**src/rtl/mips_ctrl_pkg.sv**
```systemverilog
// Shared encodings for the multicycle MIPS controller: FSM states, opcodes,
// ALU operation codes and datapath mux selects.
package mips_ctrl_pkg;

    typedef enum logic [3:0] {
        ST_FETCH,
        ST_DECODE,
        ST_MEMADR,
        ST_MEMRD,
        ST_MEMWB,
        ST_MEMWR,
        ST_RTYPEEX,
        ST_RTYPEWB,
        ST_BEQEX,
        ST_BNEEX,
        ST_ADDIEX,
        ST_ADDIWB,
        ST_JEX
    } state_e;

    localparam logic [5:0] OP_RTYPE = 6'b000000;
    localparam logic [5:0] OP_LW    = 6'b100011;
    localparam logic [5:0] OP_SW    = 6'b101011;
    localparam logic [5:0] OP_BEQ   = 6'b000100;
    localparam logic [5:0] OP_BNE   = 6'b000101;
    localparam logic [5:0] OP_ADDI  = 6'b001000;
    localparam logic [5:0] OP_J     = 6'b000010;

    localparam logic [1:0] ALUOP_ADD   = 2'b00;
    localparam logic [1:0] ALUOP_SUB   = 2'b01;
    localparam logic [1:0] ALUOP_FUNCT = 2'b10;

    localparam logic [5:0] FUNCT_ADD = 6'b100000;
    localparam logic [5:0] FUNCT_SUB = 6'b100010;
    localparam logic [5:0] FUNCT_AND = 6'b100100;
    localparam logic [5:0] FUNCT_OR  = 6'b100101;
    localparam logic [5:0] FUNCT_SLT = 6'b101010;

    localparam logic [2:0] ALU_AND = 3'b000;
    localparam logic [2:0] ALU_OR  = 3'b001;
    localparam logic [2:0] ALU_ADD = 3'b010;
    localparam logic [2:0] ALU_SUB = 3'b110;
    localparam logic [2:0] ALU_SLT = 3'b111;

    localparam logic [1:0] ALUSRCB_B     = 2'b00;
    localparam logic [1:0] ALUSRCB_FOUR  = 2'b01;
    localparam logic [1:0] ALUSRCB_IMM   = 2'b10;
    localparam logic [1:0] ALUSRCB_IMMSH = 2'b11;

    localparam logic [1:0] PCSRC_ALU    = 2'b00;
    localparam logic [1:0] PCSRC_ALUOUT = 2'b01;
    localparam logic [1:0] PCSRC_JUMP   = 2'b10;

endpackage

```
**src/rtl/aludec.sv**
```systemverilog
// ALU decoder: maps aluop and the R-type funct field to an ALU operation code,
// zero-extended into an ACW-bit alucontrol.
module aludec
    import mips_ctrl_pkg::*;
#(
    parameter int unsigned FUNCTW = 6,
    parameter int unsigned ACW    = 3
) (
    input  logic [FUNCTW-1:0] funct,
    input  logic [1:0]        aluop,
    output logic [ACW-1:0]    alucontrol
);

    logic [2:0] code;

    always_comb begin
        code = ALU_ADD;
        case (aluop)
            ALUOP_ADD: code = ALU_ADD;
            ALUOP_SUB: code = ALU_SUB;
            ALUOP_FUNCT: begin
                case (funct)
                    FUNCTW'(FUNCT_ADD): code = ALU_ADD;
                    FUNCTW'(FUNCT_SUB): code = ALU_SUB;
                    FUNCTW'(FUNCT_AND): code = ALU_AND;
                    FUNCTW'(FUNCT_OR):  code = ALU_OR;
                    FUNCTW'(FUNCT_SLT): code = ALU_SLT;
                    default:            code = ALU_ADD;
                endcase
            end
            default: code = ALU_ADD;
        endcase
    end

    assign alucontrol = ACW'(code);

endmodule

```
**src/rtl/multicycle_controller.sv**
```systemverilog
// Moore control FSM for the shared-memory multicycle MIPS datapath; memory
// states hold until memready, branch/PC enables are qualified by zero.
module multicycle_controller
    import mips_ctrl_pkg::*;
#(
    parameter int unsigned OPW     = 6,
    parameter int unsigned FUNCTW  = 6,
    parameter int unsigned ACW     = 3,
    parameter int unsigned NO_WAIT = 0
) (
    input  logic              clk,
    input  logic              reset,
    input  logic [OPW-1:0]    op,
    input  logic [FUNCTW-1:0] funct,
    input  logic              zero,
    input  logic              memready,
    output logic              memreq,
    output logic              memwrite,
    output logic              iord,
    output logic              irwrite,
    output logic              regdst,
    output logic              memtoreg,
    output logic              regwrite,
    output logic              alusrca,
    output logic [1:0]        alusrcb,
    output logic [1:0]        pcsrc,
    output logic              pcen,
    output logic [ACW-1:0]    alucontrol,
    output logic              illegal
);

    state_e     state_q, state_d;
    logic       ready;
    logic       memreq_c, memwrite_c, irwrite_c, regwrite_c, illegal_c;
    logic       pcwrite_c, branch_c, bne_c;
    logic [1:0] aluop_c;

    assign ready = (NO_WAIT != 0) ? 1'b1 : memready;

    always_ff @(posedge clk) begin
        if (reset) state_q <= ST_FETCH;
        else       state_q <= state_d;
    end

    // Next-state and state-decoded control outputs.
    always_comb begin
        state_d    = state_q;
        memreq_c   = 1'b0;
        memwrite_c = 1'b0;
        iord       = 1'b0;
        irwrite_c  = 1'b0;
        regdst     = 1'b0;
        memtoreg   = 1'b0;
        regwrite_c = 1'b0;
        alusrca    = 1'b0;
        alusrcb    = ALUSRCB_B;
        pcsrc      = PCSRC_ALU;
        pcwrite_c  = 1'b0;
        branch_c   = 1'b0;
        bne_c      = 1'b0;
        illegal_c  = 1'b0;
        aluop_c    = ALUOP_ADD;
        case (state_q)
            ST_FETCH: begin
                memreq_c  = 1'b1;
                alusrcb   = ALUSRCB_FOUR;
                pcsrc     = PCSRC_ALU;
                irwrite_c = ready;
                pcwrite_c = ready;
                if (ready) state_d = ST_DECODE;
            end
            ST_DECODE: begin
                alusrcb = ALUSRCB_IMMSH;
                case (op)
                    OPW'(OP_LW), OPW'(OP_SW): state_d = ST_MEMADR;
                    OPW'(OP_RTYPE):           state_d = ST_RTYPEEX;
                    OPW'(OP_BEQ):             state_d = ST_BEQEX;
                    OPW'(OP_BNE):             state_d = ST_BNEEX;
                    OPW'(OP_ADDI):            state_d = ST_ADDIEX;
                    OPW'(OP_J):               state_d = ST_JEX;
                    default: begin
                        state_d   = ST_FETCH;
                        illegal_c = 1'b1;
                    end
                endcase
            end
            ST_MEMADR: begin
                alusrca = 1'b1;
                alusrcb = ALUSRCB_IMM;
                state_d = (op == OPW'(OP_LW)) ? ST_MEMRD : ST_MEMWR;
            end
            ST_MEMRD: begin
                memreq_c = 1'b1;
                iord     = 1'b1;
                if (ready) state_d = ST_MEMWB;
            end
            ST_MEMWR: begin
                memreq_c   = 1'b1;
                iord       = 1'b1;
                memwrite_c = 1'b1;
                if (ready) state_d = ST_FETCH;
            end
            ST_MEMWB: begin
                memtoreg   = 1'b1;
                regwrite_c = 1'b1;
                state_d    = ST_FETCH;
            end
            ST_RTYPEEX: begin
                alusrca = 1'b1;
                aluop_c = ALUOP_FUNCT;
                state_d = ST_RTYPEWB;
            end
            ST_RTYPEWB: begin
                regdst     = 1'b1;
                regwrite_c = 1'b1;
                state_d    = ST_FETCH;
            end
            ST_BEQEX: begin
                alusrca  = 1'b1;
                aluop_c  = ALUOP_SUB;
                pcsrc    = PCSRC_ALUOUT;
                branch_c = 1'b1;
                state_d  = ST_FETCH;
            end
            ST_BNEEX: begin
                alusrca = 1'b1;
                aluop_c = ALUOP_SUB;
                pcsrc   = PCSRC_ALUOUT;
                bne_c   = 1'b1;
                state_d = ST_FETCH;
            end
            ST_ADDIEX: begin
                alusrca = 1'b1;
                alusrcb = ALUSRCB_IMM;
                state_d = ST_ADDIWB;
            end
            ST_ADDIWB: begin
                regwrite_c = 1'b1;
                state_d    = ST_FETCH;
            end
            ST_JEX: begin
                pcsrc     = PCSRC_JUMP;
                pcwrite_c = 1'b1;
                state_d   = ST_FETCH;
            end
            default: state_d = ST_FETCH;
        endcase
    end

    // Reset suppresses every write strobe so an abandoned instruction has no side effects.
    assign memreq   = memreq_c   & ~reset;
    assign memwrite = memwrite_c & ~reset;
    assign irwrite  = irwrite_c  & ~reset;
    assign regwrite = regwrite_c & ~reset;
    assign illegal  = illegal_c  & ~reset;
    assign pcen     = (pcwrite_c | (branch_c & zero) | (bne_c & ~zero)) & ~reset;

    aludec #(
        .FUNCTW (FUNCTW),
        .ACW    (ACW)
    ) u_aludec (
        .funct      (funct),
        .aluop      (aluop_c),
        .alucontrol (alucontrol)
    );

endmodule

```
**config.mk**
```make
export PLATFORM = sky130hd
export DESIGN_NAME = multicycle_controller
export DESIGN_NICKNAME = d
export VERILOG_FILES = /design/src/rtl/mips_ctrl_pkg.sv /design/src/rtl/aludec.sv /design/src/rtl/multicycle_controller.sv
export SDC_FILE = /design/constraint.sdc
export NUM_CORES = 1
export LEC_CHECK = 0
export BUFFER_PORTS_ARGS = -buffer_cell sky130_fd_sc_hd__buf_2
export CELL_PAD_IN_SITES_DETAIL_PLACEMENT = 1
export CELL_PAD_IN_SITES_GLOBAL_PLACEMENT = 1
export CORE_MARGIN = 5
export CORE_UTILIZATION = 30
export DETAILED_ROUTE_END_ITERATION = 8
export GPL_TIMING_DRIVEN = 0
export PLACE_DENSITY = 0.86
export SYNTH_ARGS = -nofsm -noshare
export SYNTH_HDL_FRONTEND = slang
export SYNTH_HIERARCHICAL = 1
export SYNTH_SLANG_ARGS = --single-unit
```
**constraint.sdc**
```tcl
create_clock -name clk -period 2.1 [get_ports clk]
set_input_delay 0.315 -clock clk [delete_from_list [all_inputs] [get_ports clk]]
set_output_delay 0.315 -clock clk [all_outputs]
set_load 0.01 [all_outputs]
```
==> flow_metrics.py <==
metrics = {
    "status": {
        "status": "finished, final reports clean",
    },
    "routing": {
        "drt_wl_total_um": 2890,
        "ant_nets": 0,
        "vias_per_cell": 5.64,
        "via_count": 975,
        "drtIter0Drc": 22,
        "first_pass_iters": 4,
        "post_drt_wl_per_cell_um": 16.7,
        "drc_errors": 0,
    },
    "min_path": {
        "hold_path_class": "in -> reg",
        "hold_start": "op[5]",
        "whs_endpoint": "state_q[2]$_SDFFE_PP0P_",
        "min_path_cells": 4,
    },
    "cells_and_area": {
        "largest_reg_flops": 4,
        "final_cell_mix": "buf_2 (32), nor2_1 (17), buf_4 (10)",
        "fin_util": 0.464,
        "num_antenna_cells": 0,
        "layout-drive-gt1-share": 0.414,
        "top_register": "state_q",
        "largest_registers": "state_q (4)",
        "final_nets": 165,
        "layout_commonest_cell": "buf_2",
        "area_growth_syn_to_layout_pct": 47.5,
    },
    "flow_run": {
        "cap_viol_max_count": 0,
    },
    "place": {
        "portBuffers": 31,
        "place.gp.congestion": 0.849,
        "dp_hpwl_um": 1880,
    },
    "global_routing": {
        "met1_usage": 0.204,
        "overflow": 0,
        "grt_usage": 0.186,
        "antenna_found_initial": 0,
        "grt_pass1_vias": 1052,
        "grt.met2_usage": 0.334,
        "use_met3": 0.0290,
        "busiest_layer": "met2",
        "grt_pass1_wl_um": 4830,
        "grt_max_degree": 11,
    },
    "sta": {
        "finClkSkew_ps": 7.25,
        "hold_violations": 0,
        "hold_ws_ps": 475,
        "layout_min_cycle_time_ps": 2090,
        "drv_slew": 0,
        "min_period_over_period": 0.995,
        "setup_viol": 0,
        "slew_headroom": 0.620,
        "rsz0062_at_grt": "true",
        "max_freq_ghz": 0.479,
        "worstMarginPinSlew_ps": 570,
    },
    "clock_tree": {
        "max-clock-path-buffers": 2,
        "cts_buffers": 3,
        "clk_pin_slew_ps": 40,
        "cts_tree": "done",
        "clkSinkCount": 4,
        "clock_latency_ps": 240,
        "hold_buffers": 0,
        "clock-root-buffer": "clkbuf_4",
        "htree_levels": 1,
    },
    "setup_path": {
        "cp-start-kind": "flop",
        "r2r_end": "state_q[0]$_SDFFE_PP0P_",
        "r2r_setup_slack_ps": 660,
        "required_ps": 1780,
        "crit_type": "reg -> out",
        "r2r_start": "state_q[1]$_SDFFE_PP0P_",
        "r2r_cells": 5,
        "worstPathArrival_ps": 1770,
        "worstPathMaxFanout": 4,
        "cp-end-kind": "primary output",
    },
    "die": {
        "chipHeight_um": 58.2,
        "initial_core_util": 0.314,
        "dieArea_sq_um": 3380,
        "pin_count": 33,
        "core_area_sq_um": 2210,
        "row_count": 17,
        "die_w_um": 58.2,
    },
    "logic_synthesis": {
        "synth_nets": 124,
        "ys_warn_count": 6,
        "netlist.area_leader.share": 0.115,
        "ys_top_cells_by_area": "dfxtp_1 (12%), nor2_1 (9.7%), nor3_1 (7.9%)",
        "synth_cell_types": 38,
        "syn_avg_cell_area_sq_um": 6.56,
        "netlist_instances": 106,
        "yosysTopAreaCell": "dfxtp_1",
        "synth_seq_cells": 4,
        "yosysSeqAreaShare": 0.115,
        "mappedNetlistArea_sq_um": 696,
        "ys_async_sr_fraction": 0,
        "synthFlopType": "dfxtp_1",
        "synth_edf_count": 0,
    },
    "power": {
        "vdd_drop_max_mv": 0.201,
        "power.density_nw_per_um2": 278,
        "leakage_nw": 0.459,
    },
}
layer usage:
| layer | vias to the layer above | wire length, um |
|---|---|---|
| li1 | 467 | - |
| met1 | 455 | 1180 |
| met2 | 43 | 1420 |
| met3 | 10 | 170 |
| met4 | 0 | 123 |
| met5 | - | 0 |
worst max-delay path, cell delays in order, from the launching register on:
cell and delay [ps]:
dfxtp_4 360, buf_8 120, nand2_4 60, nor3_4 200, ha_1 260, nand4bb_1 220, o22ai_1 160, buf_2 160
per-stage QoR:
stage / area, sq um / total power, mW / cells / setup TNS, ps / worst slack [ps]
2_1_floorplan: 696 / 0.138 / 106 / 0 / 51.1
3_3_place_gp: 886 / 0.177 / 165 / -534 / -232
3_5_place_dp: 886 / 0.181 / 165 / -717 / -299
4_1_cts: 1040 / 0.292 / 175 / -26.5 / -15.0
5_1_grt: 1030 / 0.303 / 173 / -177 / -91.7
6_report: 1030 / 0.285 / 173 / 0 / 11.3
final cells by class:
class	instances	area (sq um)
timing repair buffer	39	215
multi-input combinational	88	599
fill	305	1190
sequential	4	92.6
buffer	5	38.8
inverter	6	22.5
clock buffer	3	22.5
tap	28	35.0
where the power goes:
group / total, mW / internal (mW) / leakage [nW] / switching, mW
combinational: 0.106 / 0.0461 / 0.410 / 0.0599
sequential: 0.0799 / 0.0755 / 0.0352 / 0.00446
clock: 0.0992 / 0.0642 / 0.0138 / 0.0350
total: 0.285 / 0.186 / 0.459 / 0.0994
timing repair:
action / CTS / global route
buffers inserted: 7 / 1
resized for setup: 21 / 8
pin swaps: 5 / 6
setup endpoints to repair: 3 / 5
how the worst max path moves through the flow:
| stage | start | end | slack [ps] | cells past startpoint |
|---|---|---|---|---|
| after floorplan | state_q[1]$_SDFFE_PP0P_ | alucontrol[2] | 50 | 7 |
| after global routing | state_q[3]$_SDFFE_PP0P_ | alucontrol[2] | -90 | 7 |
| final | state_q[2]$_SDFFE_PP0P_ | alucontrol[2] | 10 | 7 |
| after CTS | state_q[2]$_SDFFE_PP0P_ | alucontrol[2] | -20 | 8 |
| after detailed placement | state_q[1]$_SDFFE_PP0P_ | alucontrol[2] | -300 | 8 |
| after global placement | state_q[1]$_SDFFE_PP0P_ | alucontrol[2] | -230 | 8 |
synth_stat cells, types with 2 or more instances:
cell type	instances
dfxtp_1	4
inv_1	6
o21ai_0	3
buf_2	5
nand2b_1	6
a211oi_1	2
or4_1	2
nand4bb_1	2
o211ai_1	2
clkbuf_1	2
xor2_1	2
a31oi_1	2
nand3_1	2
nor2_1	18
nor4b_1	2
nand2_1	7
nor3_1	11
nor3b_1	2
a21oi_1	6
ha_1	2
cells by family after synthesis:
| kind of cell | Yosys count | synth area share |
|---|---|---|
| XOR/XNOR | 2 | 0.0252 |
| buffers and inverters | 14 | 0.0899 |
| adder cells (fa/ha/maj) | 2 | 0.0360 |
| AND/OR/NAND/NOR | 59 | 0.477 |
| AO/OA/AOI/OAI | 25 | 0.257 |
| flip-flops | 4 | 0.115 |
(Power assumes the default switching activity.)
